===== src/rtl/conv_disp_pkg.sv =====
// ---------------------------------------------------------------------------
// conv_disp_pkg
// Shared constants for the convolution-result collector and its display
// consumer: result count/width, FSM state encoding and the mapping from beat
// index to named result slot.
// ---------------------------------------------------------------------------
package conv_disp_pkg;

  localparam int NUM_RESULTS = 8;
  localparam int RES_W       = 8;
  localparam int IDX_W       = $clog2(NUM_RESULTS);
  localparam int CNT_W       = 4;

  typedef enum logic [1:0] {
    ST_IDLE    = 2'd0,
    ST_COLLECT = 2'd1,
    ST_PUBLISH = 2'd2,
    ST_DONE    = 2'd3
  } state_e;

  // Beat index -> result slot. The 2x2 results arrive first, then the 3x3.
  localparam logic [IDX_W-1:0] IDX_C11_2X2 = 3'd0;
  localparam logic [IDX_W-1:0] IDX_C12_2X2 = 3'd1;
  localparam logic [IDX_W-1:0] IDX_C21_2X2 = 3'd2;
  localparam logic [IDX_W-1:0] IDX_C22_2X2 = 3'd3;
  localparam logic [IDX_W-1:0] IDX_C11_3X3 = 3'd4;
  localparam logic [IDX_W-1:0] IDX_C12_3X3 = 3'd5;
  localparam logic [IDX_W-1:0] IDX_C21_3X3 = 3'd6;
  localparam logic [IDX_W-1:0] IDX_C22_3X3 = 3'd7;

  // Final beat of a frame; its transfer always triggers publication.
  localparam logic [IDX_W-1:0] LAST_IDX = IDX_C22_3X3;

endpackage


===== src/rtl/result_shadow_regs.sv =====
// ---------------------------------------------------------------------------
// result_shadow_regs
// 8 x 8-bit write-by-index buffer with a flat parallel read port. Holds the
// frame being collected so the published outputs stay stable meanwhile.
//   clk, reset : clock, asynchronous active-low reset
//   wr_en      : write wr_data into entry wr_idx
//   wr_idx     : entry to write
//   wr_data    : byte to write
//   clr        : zero every entry (wins over wr_en)
//   rd_data    : all entries, entry i at bits [i*RES_W +: RES_W]
// ---------------------------------------------------------------------------
module result_shadow_regs
  import conv_disp_pkg::*;
(
  input  logic                         clk,
  input  logic                         reset,
  input  logic                         wr_en,
  input  logic [IDX_W-1:0]             wr_idx,
  input  logic [RES_W-1:0]             wr_data,
  input  logic                         clr,
  output logic [NUM_RESULTS*RES_W-1:0] rd_data
);

  logic [RES_W-1:0] mem_q [NUM_RESULTS];
  logic [RES_W-1:0] mem_d [NUM_RESULTS];

  always_comb begin
    mem_d = mem_q;
    if (clr) begin
      for (int i = 0; i < NUM_RESULTS; i++) mem_d[i] = '0;
    end else if (wr_en) begin
      mem_d[wr_idx] = wr_data;
    end
  end

  // NOTE: this small register array is reset like any other state so a reset
  // mid-frame can never leak stale bytes into a later publication.
  always_ff @(posedge clk or negedge reset) begin
    if (!reset) begin
      for (int i = 0; i < NUM_RESULTS; i++) mem_q[i] <= '0;
    end else begin
      mem_q <= mem_d;
    end
  end

  always_comb begin
    rd_data = '0;
    for (int i = 0; i < NUM_RESULTS; i++) rd_data[i*RES_W +: RES_W] = mem_q[i];
  end

endmodule


===== src/rtl/conv_result_collector.sv =====
// ---------------------------------------------------------------------------
// conv_result_collector
// Collects an 8-beat result frame from the convolution engine into a shadow
// buffer, then publishes all eight bytes at once for the display controller.
//   clk, reset        : clock, asynchronous active-low reset
//   res_valid/res_data/res_last : upstream beat, qualified by res_ready
//   abort             : synchronous frame abort (honoured in IDLE/COLLECT)
//   res_ready         : beat accepted this cycle (IDLE or COLLECT)
//   C_*_2x2, C_*_3x3  : published results, stable between publications
//   start_d           : one-cycle pulse, new published set valid
//   frame_err         : one-cycle pulse, short frame discarded
//   frame_cnt         : published frame count, wraps 15->0
// ---------------------------------------------------------------------------
module conv_result_collector
  import conv_disp_pkg::*;
(
  input  logic             clk,
  input  logic             reset,
  input  logic             res_valid,
  input  logic [RES_W-1:0] res_data,
  input  logic             res_last,
  input  logic             abort,
  output logic             res_ready,
  output logic [RES_W-1:0] C_11_2x2,
  output logic [RES_W-1:0] C_12_2x2,
  output logic [RES_W-1:0] C_21_2x2,
  output logic [RES_W-1:0] C_22_2x2,
  output logic [RES_W-1:0] C_11_3x3,
  output logic [RES_W-1:0] C_12_3x3,
  output logic [RES_W-1:0] C_21_3x3,
  output logic [RES_W-1:0] C_22_3x3,
  output logic             start_d,
  output logic             frame_err,
  output logic [CNT_W-1:0] frame_cnt
);

  state_e                       state_q, state_d;
  logic [IDX_W-1:0]             idx_q, idx_d;
  logic [RES_W-1:0]             pub_q [NUM_RESULTS];
  logic [RES_W-1:0]             pub_d [NUM_RESULTS];
  logic                         start_pulse_q, start_pulse_d;
  logic                         frame_err_q, frame_err_d;
  logic [CNT_W-1:0]             frame_cnt_q, frame_cnt_d;
  logic [NUM_RESULTS*RES_W-1:0] shadow_flat;
  logic                         accept;
  logic                         short_frame;

  // res_ready depends only on state, so it is the single output that is not
  // a flop yet still carries no combinational path from the inputs.
  assign res_ready   = (state_q == ST_IDLE) || (state_q == ST_COLLECT);
  // An abort in the same cycle drops the beat.
  assign accept      = res_valid & res_ready & ~abort;
  assign short_frame = accept & res_last & (idx_q != LAST_IDX);

  result_shadow_regs u_shadow (
    .clk     (clk),
    .reset   (reset),
    .wr_en   (accept),
    .wr_idx  (idx_q),
    .wr_data (res_data),
    .clr     (short_frame),
    .rd_data (shadow_flat)
  );

  // NOTE: every variable gets a default before the case so no path leaves it
  // unassigned; that is what keeps this block free of inferred latches.
  always_comb begin
    state_d       = state_q;
    idx_d         = idx_q;
    pub_d         = pub_q;
    start_pulse_d = 1'b0;
    frame_err_d   = 1'b0;
    frame_cnt_d   = frame_cnt_q;
    case (state_q)
      ST_IDLE, ST_COLLECT: begin
        if (abort) begin
          state_d = ST_IDLE;
          idx_d   = '0;
        end else if (res_valid) begin
          if (idx_q == LAST_IDX) begin
            // The eighth beat always completes the frame, res_last or not.
            state_d = ST_PUBLISH;
            idx_d   = '0;
          end else if (res_last) begin
            state_d     = ST_IDLE;
            idx_d       = '0;
            frame_err_d = 1'b1;
          end else begin
            state_d = ST_COLLECT;
            idx_d   = idx_q + 1'b1;
          end
        end
      end
      ST_PUBLISH: begin
        for (int i = 0; i < NUM_RESULTS; i++) pub_d[i] = shadow_flat[i*RES_W +: RES_W];
        start_pulse_d = 1'b1;
        frame_cnt_d   = frame_cnt_q + 1'b1;
        state_d       = ST_DONE;
      end
      ST_DONE: state_d = ST_IDLE;
      default: state_d = ST_IDLE;
    endcase
  end

  // NOTE: state is updated with non-blocking assignments only, so every flop
  // samples the pre-edge value of every other flop regardless of block order.
  always_ff @(posedge clk or negedge reset) begin
    if (!reset) begin
      state_q       <= ST_IDLE;
      idx_q         <= '0;
      for (int i = 0; i < NUM_RESULTS; i++) pub_q[i] <= '0;
      start_pulse_q <= 1'b0;
      frame_err_q   <= 1'b0;
      frame_cnt_q   <= '0;
    end else begin
      state_q       <= state_d;
      idx_q         <= idx_d;
      pub_q         <= pub_d;
      start_pulse_q <= start_pulse_d;
      frame_err_q   <= frame_err_d;
      frame_cnt_q   <= frame_cnt_d;
    end
  end

  assign C_11_2x2  = pub_q[IDX_C11_2X2];
  assign C_12_2x2  = pub_q[IDX_C12_2X2];
  assign C_21_2x2  = pub_q[IDX_C21_2X2];
  assign C_22_2x2  = pub_q[IDX_C22_2X2];
  assign C_11_3x3  = pub_q[IDX_C11_3X3];
  assign C_12_3x3  = pub_q[IDX_C12_3X3];
  assign C_21_3x3  = pub_q[IDX_C21_3X3];
  assign C_22_3x3  = pub_q[IDX_C22_3X3];
  assign start_d   = start_pulse_q;
  assign frame_err = frame_err_q;
  assign frame_cnt = frame_cnt_q;

endmodule


===== config.mk =====
export PLATFORM = sky130hd
export DESIGN_NAME = conv_result_collector
export DESIGN_NICKNAME = d
export VERILOG_FILES = /design/src/rtl/conv_disp_pkg.sv /design/src/rtl/result_shadow_regs.sv /design/src/rtl/conv_result_collector.sv
export SDC_FILE = /design/constraint.sdc
export NUM_CORES = 1
export LEC_CHECK = 0
export ABC_AREA = 0
export BUFFER_PORTS_ARGS = -buffer_cell sky130_fd_sc_hd__buf_2
export CAP_MARGIN = 20
export CORE_ASPECT_RATIO = 1.2
export CORE_MARGIN = 3
export CORE_UTILIZATION = 49
export CTS_CLUSTER_SIZE = 20
export DETAILED_ROUTE_END_ITERATION = 12
export PLACE_DENSITY = 0.71
export SLEW_MARGIN = 20
export SYNTH_ARGS = -nofsm -noshare
export SYNTH_HDL_FRONTEND = slang
export SYNTH_SLANG_ARGS = --single-unit
export TNS_END_PERCENT = 20

===== constraint.sdc =====
create_clock -name clk -period 2.7 [get_ports clk]
set_input_delay 0.405 -clock clk [delete_from_list [all_inputs] [get_ports clk]]
set_output_delay 0.405 -clock clk [all_outputs]
set_load 0.01 [all_outputs]

==> out/results.txt <==
Outcome = finished clean
Critical setup path kind = flop to flop
Final Max Tran Viols = 0
Iter 0 DRT Violations = 274
Routed len/inst = 17.0 microns
Post-CTS sizing = 0
Hpwl dp = 7800 microns
RSZ-0062 raised after global routing = false
Clock period minus worst slack = 2480 ps
Total power = 0.00485 W
Max-cap violation count = 0
Hold path cells = 2
Share of layout cells above drive strength 1 = 22.8%
IO Count = 84
CTS Sinks = 139
Top-area cell type share of the netlist area = 65.8%
Leakage = 3.21 nW
ANT nets after route = 0
Avg Synthesized Cell Area = 11.1 sq um
Initial Utilization = 51.5%
Logic pwr share = 3.7%
Synth area leader = dfrtp_1
DIE AREA = 0.0121 sq mm
Peak Freq = 0.402 GHz
Switching part of the total = 20.3%
Setup crit start kind = flop
Worst Path Arrival = 2750 ps
GRT overflow = 0
Int Power = 0.00387 W
H-tree depth = 4
Die Y-Extent = 120 microns
Warnings, synthesis = 0
DRC = 0
WP data required = 2960 ps
Period utilisation layout = 92.0%
Die width = 101 microns
Placed Cells = 672
Hold Crit Class = input port to flop
Worst-path clk slew = 60 ps
Worst R2R Path Depth = 5
Largest cells by area after synthesis = dfrtp_1 66%, nand2_1 7.0%, o22ai_1 6.6%, o21ai_0 5.4%, inv_1 4.3%
Design area = 0.00649 sq mm
Mapped cell area = 0.00529 sq mm
Main synth FF type = dfrtp_1
Port Buffer Count = 83
Initial antenna violation count = 0
Num CTS Buffers = 17
Async set-reset flop share out of synthesis = 100%
Pin count of the biggest net entering global routing = 61
Yosys reg bits = 139
Root Driver = clkbuf_16
Final hold violation count = 0
Rel. slew slack = 54.0%
First-pass GRT wire length = 20200 microns
CORE AREA = 0.0103 sq mm
Via count = 3795
Mapped Cells = 478
Number of flops mapped to enable cells by yosys = 0
Vias in the first global route = 3925
Routability cong. = 0.824
Final std cells w/o fill = 705
Seq/Total Area, Yosys = 65.8%
CP Max Fanout = 9
Pwr Density = 748 mW/mm^2
Clk pwr share = 52.6%
Commonest cells post-synth = 139 x dfrtp_1, 99 x nand2_1, 60 x inv_1, 57 x o21ai_0, 56 x o22ai_1
CP endpoint kind = flop
TritonCTS clock tree = done
Post-DP Area = 0.00582 sq mm
Final clock skew = 7.90 ps
Setup tns final = 0 ps
N_diodes = 0
Sequential Power Share = 43.7%
FILL cells = 819
DRT Pass-1 Iters = 4
CTS max path bufs = 2
Area Overhead vs Synth = 22.8%
Net Count, Synth = 494
Clk Latency, worst-skew pair = 410 ps
NetSw = 0.000987 W
Row count = 40
Vias/cell = 5.38
Most frequent cell after synthesis = dfrtp_1
Final setup vio count = 0
Peak supply drop = 0.418 mV
Tot GR Track Use = 21.7%
Measured slew at the worst slew-check pin = 690 ps
Yosys cell types = 35
Total wire length = 12000 microns
Nets = 582
sequential cells by signal, indices dropped and copies added, names as in the netlist:
register	flops
C_11_2x2	8
frame_err	1
C_21_2x2	8
C_11_3x3	8
C_12_3x3	8
state_q	2
frame_cnt	4
u_shadow.rd_data	64
C_22_3x3	8
idx_q	3
start_d	1
C_22_2x2	8
C_12_2x2	8
C_21_3x3	8
through the flow:
| step | util, % | hold WS [ps] | setup WS [ps] |
|---|---|---|---|
| final | 63.3 | 309 | 215 |
| after global routing | 63.3 | 293 | 135 |
| after CTS | 63.3 | 287 | 230 |
| after detailed placement | 56.8 | 415 | 285 |
| after global placement | 56.8 | 400 | 366 |
| after floorplan | - | 109 | 708 |
what timing repair did:
item	in CTS	in global routing
setup buffers	0	0
hold endpoints to repair	58	0
hold buffers	1	0
setup endpoints to repair	0	0
power groups by stage:
stage	Sequential (W)	Combinational (W)	Clock, W
3_3_place_gp	0.00216	0.000171	0
2_1_floorplan	0.00216	0.0000878	0
6_report	0.00212	0.000178	0.00256
3_5_place_dp	0.00216	0.000178	0
4_1_cts	0.00212	0.000181	0.00259
5_1_grt	0.00212	0.000200	0.00268
final cells by class:
cell class	instances	area [sq um]	area share (%)
clock buffers	21	470	7.24
clock inverters	11	190	2.93
inverters	60	225	3.47
multi-input cells	260	1500	23.1
flip-flops and latches	139	3480	53.6
well taps	126	158	2.43
repair buffers	88	474	7.30
layer usage:
metal  routed length [microns]  GRT usage, %  up-vias
met2                      6250          34.7      102
met5                         0             0        -
li1                          -             -     1802
met3                       728          6.74        9
met1                      4870          27.9     1882
met4                       125          7.67        0
cell usage in the layout (no fill, tap or decap), drive strengths merged:
cell type and instances:
mux2i 1, nand4 1, nand2b 2, a2bb2o 1, xnor2 3, nand2 100, clkinvlp 4, nand4b 1
ha 3, and2b 1, o2bb2ai 7, a41o 1, nor2 4, inv 60, o22ai 62, o31ai 1
nor4bb 1, and4bb 1, buf 87, dlygate4sd3 1, clkbuf 21, nor4b 2, mux2 1, and4b 1
clkinv 2, a22o 3, o21ai 57, or2b 1, bufinv 5, or4bb 1, or2 1, a22oi 1
dfrtp 139, or4b 2
final timing paths:
path                               from                   end  slack (ps)
max                            idx_q[0]  u_shadow.rd_data[19]         220
min                               abort            state_q[0]         310
max reg2reg                    idx_q[0]  u_shadow.rd_data[19]         220
min reg2reg                frame_cnt[3]          frame_cnt[3]         470
max in group asynchronous         reset           C_11_3x3[5]        1370
min in group asynchronous         reset           C_11_2x2[1]         520
worst max-delay path, cell delays in order, from the launching register on:
cell and delay (ps):
dfrtp_1 450, ha_1 240, ha_1 230, or4b_1 830, o22ai_4 410, o22ai_1 160
logic make-up after synthesis:
group | Yosys count | synth area share [%]
DFF | 139 | 65.8
AOI/OAI and AO/OA | 133 | 16.6
and+or+nand+nor | 119 | 9.96
buffers and inverters | 79 | 6.06
xor gates and xnor gates | 3 | 0.497
adders and majority gates | 3 | 0.710
muxes | 2 | 0.402
Note: power is estimated with default switching activity, not from simulation.
